<file path="config.mk">
export PLATFORM = sky130hd
export DESIGN_NAME = axil_arbiter_2m
export DESIGN_NICKNAME = d
export VERILOG_FILES = /design/src/rtl/axil_arbiter_2m.sv
export SDC_FILE = /design/constraint.sdc
export NUM_CORES = 1
export LEC_CHECK = 0
export CAP_MARGIN = 10
export CORE_AREA = 2 2 173 175
export DETAILED_ROUTE_END_ITERATION = 16
export DIE_AREA = 0 0 175 177
export PLACE_DENSITY = 0.43
export SETUP_SLACK_MARGIN = 0.05
export SLEW_MARGIN = 5
export SYNTH_ARGS = -nofsm -noshare
export SYNTH_HDL_FRONTEND = slang
export SYNTH_SLANG_ARGS = --single-unit
</file>
<file path="constraint.sdc">
create_clock -name clk -period 3 [get_ports clk]
set_input_delay 0.6 -clock clk [delete_from_list [all_inputs] [get_ports clk]]
set_output_delay 0.6 -clock clk [all_outputs]
set_load 0.01 [all_outputs]
</file>
<file path="src/rtl/axil_arbiter_2m.sv">
// Two-master / one-slave AXI4-Lite arbiter with round-robin grant and one transaction in flight.
// Optional response timeout with drain recovery is enabled by defining AXIL_ARB_TIMEOUT_EN.
module axil_arbiter_2m #(
    parameter int ADDR_W         = 32,
    parameter int DATA_W         = 32,
    parameter int TIMEOUT_CYCLES = 256
) (
    input  logic                      clk,
    input  logic                      rst,
    input  logic [2*ADDR_W-1:0]       m_awaddr,
    input  logic [2*ADDR_W-1:0]       m_araddr,
    input  logic [2*DATA_W-1:0]       m_wdata,
    input  logic [2*(DATA_W/8)-1:0]   m_wstrb,
    input  logic [1:0]                m_awvalid,
    input  logic [1:0]                m_wvalid,
    input  logic [1:0]                m_arvalid,
    input  logic [1:0]                m_bready,
    input  logic [1:0]                m_rready,
    output logic [1:0]                m_awready,
    output logic [1:0]                m_wready,
    output logic [1:0]                m_arready,
    output logic [1:0]                m_bvalid,
    output logic [1:0]                m_rvalid,
    output logic [3:0]                m_bresp,
    output logic [3:0]                m_rresp,
    output logic [2*DATA_W-1:0]       m_rdata,
    output logic [ADDR_W-1:0]         s_awaddr,
    output logic [ADDR_W-1:0]         s_araddr,
    output logic [DATA_W-1:0]         s_wdata,
    output logic [DATA_W/8-1:0]       s_wstrb,
    output logic                      s_awvalid,
    output logic                      s_wvalid,
    output logic                      s_arvalid,
    output logic                      s_bready,
    output logic                      s_rready,
    input  logic                      s_awready,
    input  logic                      s_wready,
    input  logic                      s_arready,
    input  logic                      s_bvalid,
    input  logic                      s_rvalid,
    input  logic [1:0]                s_bresp,
    input  logic [1:0]                s_rresp,
    input  logic [DATA_W-1:0]         s_rdata,
    output logic                      grant_idx,
    output logic                      busy
);
    localparam int STRB_W = DATA_W / 8;

    if (TIMEOUT_CYCLES < 2) begin : g_bad_timeout
        $error("axil_arbiter_2m: TIMEOUT_CYCLES must be >= 2");
    end

    typedef enum logic [2:0] {
        IDLE, RD_ADDR, RD_RESP, WR_REQ, WR_RESP
`ifdef AXIL_ARB_TIMEOUT_EN
        , DRAIN
`endif
    } state_t;

    state_t state;
    logic   last_grant, aw_done, w_done;

    logic req0, req1, pick;
    assign req0 = m_awvalid[0] | m_arvalid[0];
    assign req1 = m_awvalid[1] | m_arvalid[1];
    assign pick = (req0 & req1) ? ~last_grant : req1;

    // View of the granted master's request side
    logic [ADDR_W-1:0] g_awaddr, g_araddr;
    logic [DATA_W-1:0] g_wdata;
    logic [STRB_W-1:0] g_wstrb;
    logic              g_awvalid, g_wvalid, g_arvalid, g_bready, g_rready;
    assign g_awaddr  = grant_idx ? m_awaddr[2*ADDR_W-1:ADDR_W] : m_awaddr[ADDR_W-1:0];
    assign g_araddr  = grant_idx ? m_araddr[2*ADDR_W-1:ADDR_W] : m_araddr[ADDR_W-1:0];
    assign g_wdata   = grant_idx ? m_wdata[2*DATA_W-1:DATA_W] : m_wdata[DATA_W-1:0];
    assign g_wstrb   = grant_idx ? m_wstrb[2*STRB_W-1:STRB_W] : m_wstrb[STRB_W-1:0];
    assign g_awvalid = m_awvalid[grant_idx];
    assign g_wvalid  = m_wvalid[grant_idx];
    assign g_arvalid = m_arvalid[grant_idx];
    assign g_bready  = m_bready[grant_idx];
    assign g_rready  = m_rready[grant_idx];

    // Return side toward the granted master, fanned out below
    logic              r_awready, r_wready, r_arready, r_bvalid, r_rvalid;
    logic [1:0]        r_bresp, r_rresp;
    logic [DATA_W-1:0] r_rdata;

    for (genvar i = 0; i < 2; i++) begin : g_m
        logic sel;
        assign sel          = (i == 1) ? grant_idx : ~grant_idx;
        assign m_awready[i] = sel & r_awready;
        assign m_wready[i]  = sel & r_wready;
        assign m_arready[i] = sel & r_arready;
        assign m_bvalid[i]  = sel & r_bvalid;
        assign m_rvalid[i]  = sel & r_rvalid;
        assign m_bresp[2*i +: 2]           = sel ? r_bresp : 2'b00;
        assign m_rresp[2*i +: 2]           = sel ? r_rresp : 2'b00;
        assign m_rdata[i*DATA_W +: DATA_W] = sel ? r_rdata : '0;
    end

    logic rsp_hs;
    assign rsp_hs = (state == RD_RESP) ? (s_rvalid & s_rready) : (s_bvalid & s_bready);

`ifdef AXIL_ARB_TIMEOUT_EN
    localparam int TW = $clog2(TIMEOUT_CYCLES);
    logic [TW-1:0] tmo_cnt;
    logic          err_lock, drain_wr;
    logic          rsp_v, tmo_hit, err_mode;
    assign rsp_v   = (state == RD_RESP) ? s_rvalid : s_bvalid;
    assign tmo_hit = (tmo_cnt == TW'(TIMEOUT_CYCLES - 1));
    // A slave response in the timeout cycle wins; once an error is shown it stays until accepted.
    assign err_mode = (state == RD_RESP || state == WR_RESP) && (err_lock || (tmo_hit && !rsp_v));
`endif

    always_comb begin
        s_awaddr  = '0;
        s_araddr  = '0;
        s_wdata   = '0;
        s_wstrb   = '0;
        s_awvalid = 1'b0;
        s_wvalid  = 1'b0;
        s_arvalid = 1'b0;
        s_bready  = 1'b0;
        s_rready  = 1'b0;
        r_awready = 1'b0;
        r_wready  = 1'b0;
        r_arready = 1'b0;
        r_bvalid  = 1'b0;
        r_rvalid  = 1'b0;
        r_bresp   = 2'b00;
        r_rresp   = 2'b00;
        r_rdata   = '0;
        if (!rst) begin
            case (state)
                RD_ADDR: begin
                    s_araddr  = g_araddr;
                    s_arvalid = g_arvalid;
                    r_arready = s_arready;
                end
                RD_RESP: begin
`ifdef AXIL_ARB_TIMEOUT_EN
                    if (err_mode) begin
                        r_rvalid = 1'b1;
                        r_rresp  = 2'b10;
                    end else
`endif
                    begin
                        r_rvalid = s_rvalid;
                        r_rdata  = s_rdata;
                        r_rresp  = s_rresp;
                        s_rready = g_rready;
                    end
                end
                WR_REQ: begin
                    s_awaddr  = g_awaddr;
                    s_awvalid = g_awvalid & ~aw_done;
                    r_awready = s_awready & ~aw_done;
                    s_wdata   = g_wdata;
                    s_wstrb   = g_wstrb;
                    s_wvalid  = g_wvalid & ~w_done;
                    r_wready  = s_wready & ~w_done;
                end
                WR_RESP: begin
`ifdef AXIL_ARB_TIMEOUT_EN
                    if (err_mode) begin
                        r_bvalid = 1'b1;
                        r_bresp  = 2'b10;
                    end else
`endif
                    begin
                        r_bvalid = s_bvalid;
                        r_bresp  = s_bresp;
                        s_bready = g_bready;
                    end
                end
`ifdef AXIL_ARB_TIMEOUT_EN
                DRAIN: begin
                    s_rready = ~drain_wr;
                    s_bready = drain_wr;
                end
`endif
                default: ;
            endcase
        end
    end

    logic aw_hs, w_hs;
    assign aw_hs = s_awvalid & s_awready;
    assign w_hs  = s_wvalid & s_wready;

    always_ff @(posedge clk) begin
        if (rst) begin
            state      <= IDLE;
            last_grant <= 1'b1;
            grant_idx  <= 1'b0;
            aw_done    <= 1'b0;
            w_done     <= 1'b0;
            busy       <= 1'b0;
`ifdef AXIL_ARB_TIMEOUT_EN
            tmo_cnt    <= '0;
            err_lock   <= 1'b0;
            drain_wr   <= 1'b0;
`endif
        end else begin
            case (state)
                IDLE: if (req0 | req1) begin
                    grant_idx  <= pick;
                    last_grant <= pick;
                    busy       <= 1'b1;
                    state      <= m_awvalid[pick] ? WR_REQ : RD_ADDR;
                end
                RD_ADDR: if (s_arvalid && s_arready) begin
                    state <= RD_RESP;
`ifdef AXIL_ARB_TIMEOUT_EN
                    tmo_cnt  <= '0;
                    err_lock <= 1'b0;
`endif
                end
                WR_REQ: begin
                    if ((aw_done | aw_hs) && (w_done | w_hs)) begin
                        state   <= WR_RESP;
                        aw_done <= 1'b0;
                        w_done  <= 1'b0;
`ifdef AXIL_ARB_TIMEOUT_EN
                        tmo_cnt  <= '0;
                        err_lock <= 1'b0;
`endif
                    end else begin
                        aw_done <= aw_done | aw_hs;
                        w_done  <= w_done | w_hs;
                    end
                end
                RD_RESP, WR_RESP: begin
`ifdef AXIL_ARB_TIMEOUT_EN
                    if (err_mode) begin
                        if ((state == RD_RESP) ? g_rready : g_bready) begin
                            state    <= DRAIN;
                            drain_wr <= (state == WR_RESP);
                        end else begin
                            err_lock <= 1'b1;
                        end
                    end else
`endif
                    if (rsp_hs) begin
                        state <= IDLE;
                        busy  <= 1'b0;
                    end
`ifdef AXIL_ARB_TIMEOUT_EN
                    else if (!rsp_v && !tmo_hit) begin
                        tmo_cnt <= tmo_cnt + 1'b1;
                    end
`endif
                end
`ifdef AXIL_ARB_TIMEOUT_EN
                // The late slave response is swallowed here so it never reaches a master.
                DRAIN: if (drain_wr ? s_bvalid : s_rvalid) begin
                    state <= IDLE;
                    busy  <= 1'b0;
                end
`endif
                default: state <= IDLE;
            endcase
        end
    end

endmodule

</file>
==> metrics.txt <==
RR Startpoint=state[1]; WL final=slightly below 20000 um; worst path arrival time=around 2.3 ns; Syn Nets=650; most common cell after layout, fill and taps aside=clkdlybuf4s50_1; n_diodes=0; Via density=about 3.7; CTS Buffer Depth=2; ys flop type=dfxtp_1; maximum clock frequency=~0.35 GHz; RSZ-0062 raised after global routing=false; pwr dens=341.9 nW/um^2; Seq cells post-synth=8; Initial Utilization=between 9 and 10%; nets@finish=1081; Clock Skew=approximately 0.0032 ns; core area=29240 um^2; layout cell share with drive strength beyond 1=under 10%; Site Rows=between 60 and 70; hold worst-path end=w_done; Hold Violations, Final=0; Psw=between 0.001 and 0.0015 W; sequential power share=~10%; FFs w/ async S/R, synth=0%; crit-path max FO=68; first-pass GRT wire length=between 20000 and 30000 um; fin crit share=a little over nine tenths; 1st-pass router iterations=4; CP top delay family=buffers and inverters; r2r worst-path depth=8; hold-fix buffers at CTS=0; WL/cell=16.09 um; Worst path max stage delay=between 0.5 and 0.6 ns; GRT overflow=0; Clk pwr share=under 10%; synthesized area=~2700 um^2; critical path type=in2out; initial antenna violation count=1; Comb pwr share=approximately 80%; H-tree depth=1; synthesis-to-layout area growth=189.7%; largest net degree at the start of global routing=69; Mean Syn Cell Area=between 6 and 7 um^2; Total Neg Setup Slack=0 ns; worst vdd ir=approximately 0.23 mV; Sink Count=8; Port Buffers=between 400 and 500; # Max-Cap Violations=0; leakage=~3.5 nW; DIE HEIGHT=177 um; Slew Limit Fails=0; Crit path top cell by count=nor2_1; CP Cell Sequence=dlygate4sd2_1, nor2_1, nand3_2, buf_12, nor2_1, clkdlybuf4s50_1; worst reg2reg setup slack=about 0.78 ns; worst skew pair latency=0.23 ns; outcome=finished, final reports clean; CP Launch Type=input pin; CTS clk-pin slew, worst paths=0.04 ns; hold depth=2; final estimated routing congestion in global placement=around 0.75; Internal=roughly 0.0015 W; WP data required=2.40 ns; sw frac=42.05%; Hold Path Origin=w_done; Netlist cell types=40; Initial DRC Count=~150; Bufs and invs on worst path=3; count of flip-flops with a built-in enable after synthesis=0; Hold Crit Class=reg2reg; Fill cells=between 3000 and 4000; I/O pins=around 440; CP endpoint kind=output port; Min Clock Period, post-route=2.887 ns; Die Footprint=a little over 30000 um^2; Final Setup Violations=0; number of CTS-inserted buffers=3; hpwl dp=approximately 16000 um; FF-to-FF End=state[2]; vias in the first global route=about 4500; most frequent cells in the layout=369 x clkdlybuf4s50_1, 112 x nor2_1, 102 x mux2i_1; Crit-path slowest cell=clkdlybuf4s50_1; gr usage total=between 10% and 20%; ANT nets after route=0; synth warn=0; DRC viols=0; pre-CTS setup slack=-0.1538 ns; fin worst setup slack=between 0.1 and 0.15 ns; Gate Count Post-Synth=about 400; width of the die=around 180 um; clock tree from TritonCTS=built; Slew @ Worst Pin=between 0.4 and 0.5 ns; clock root cell=clkbuf_16; Worst slew margin=between 60% and 70%; sequential element share of the synthesized area=between 5 and 6%; via count=approximately 4500
## stage by stage
step           instance area, um^2  hold slack (ns)  cells  utilization, %  power, W
2_1_floorplan                 2673           0.4540    397               -  0.001305
3_3_place_gp                  7631           0.4737   1206           26.09  0.002404
3_5_place_dp                  7631           0.4761   1206           26.09  0.002383
4_1_cts                       7761           0.4826   1217           26.54  0.002696
5_1_grt                       7744           0.5052   1217           26.48  0.002848
6_report                      7744           0.4794   1217           26.48  0.002648
## logic make-up after synthesis
logic type | synth area share (%)
AND/OR/NAND/NOR | 40.78
multiplexers | 39.47
buffers and inverters | 6.929
AO/OA/AOI/OAI | 6.508
flip-flops | 5.992
XOR/XNOR | 0.3278
## area by class of cell
class                           count  area (um^2)  share of cell area [%]
Inverter                            2        7.507                 0.09695
Sequential cell                     8        163.9                   2.117
Clock buffer                        4        78.83                   1.018
Timing Repair Buffer              468         4668                   60.28
Tap cell                          390        488.0                   6.302
Multi-Input combinational cell    345         2337                   30.18
## Yosys cell counts (3+ instances only)
master | n | area, um^2
a21oi_1 | 4 | 20.02
and2_1 | 3 | 18.77
and3_1 | 79 | 494.2
buf_2 | 10 | 50.05
clkbuf_1 | 29 | 108.9
dfxtp_1 | 8 | 160.2
mux2_2 | 3 | 33.78
mux2i_1 | 102 | 1021
nand2_1 | 3 | 11.26
nor2_1 | 112 | 420.4
nor3_1 | 5 | 25.02
o21ai_0 | 4 | 20.02
## worst reg2reg max path: cells and delay by family (launching register included)
family	cells	cell delay (ns)
flip-flops	1	0.59
AO/OA/AOI/OAI	3	0.67
AND/OR/NAND/NOR	2	0.46
buffers and inverters	3	0.42
## power by group through the flow
stage / clock, W / sequential (W) / combinational, W
6_report: 0.000230 / 0.000266 / 0.00215
5_1_grt: 0.000246 / 0.000276 / 0.00233
4_1_cts: 0.000237 / 0.000265 / 0.00219
3_5_place_dp: 0 / 0.000266 / 0.00212
3_3_place_gp: 0 / 0.000271 / 0.00213
2_1_floorplan: 0 / 0.000176 / 0.00113
## sequential cells by signal, indices dropped and copies added (netlist names)
register / count
aw_done: 1
grant_idx: 1
last_grant: 1
busy: 1
state: 3
w_done: 1
## metal layers
layer	wire length, um	GRT usage, %	up-vias	share of wire, %
met4	157	1.319	0	0.80
met2	10210	22.10	252	52
met3	1636	2.792	8	8.4
met1	7579	13.25	2017	39
li1	-	-	2267	-
met5	0	0	-	0
## worst max path at each step
stage,start,to,cells past startpoint
2_1_floorplan,rst,s_wdata[0],6
3_3_place_gp,rst,m_rdata[11],6
3_5_place_dp,rst,m_rdata[11],6
4_1_cts,rst,m_rdata[63],7
5_1_grt,rst,s_wdata[9],6
6_report,rst,s_wdata[10],6
## repair_timing
| action | CTS | global route |
|---|---|---|
| gates resized for setup | 54 | 55 |
| setup buffers | 4 | 0 |
| pin swaps | 1 | 0 |
| setup endpoints to repair | 187 | 43 |
| cloned | 3 | 0 |
Power figures use the tool's default switching activity.
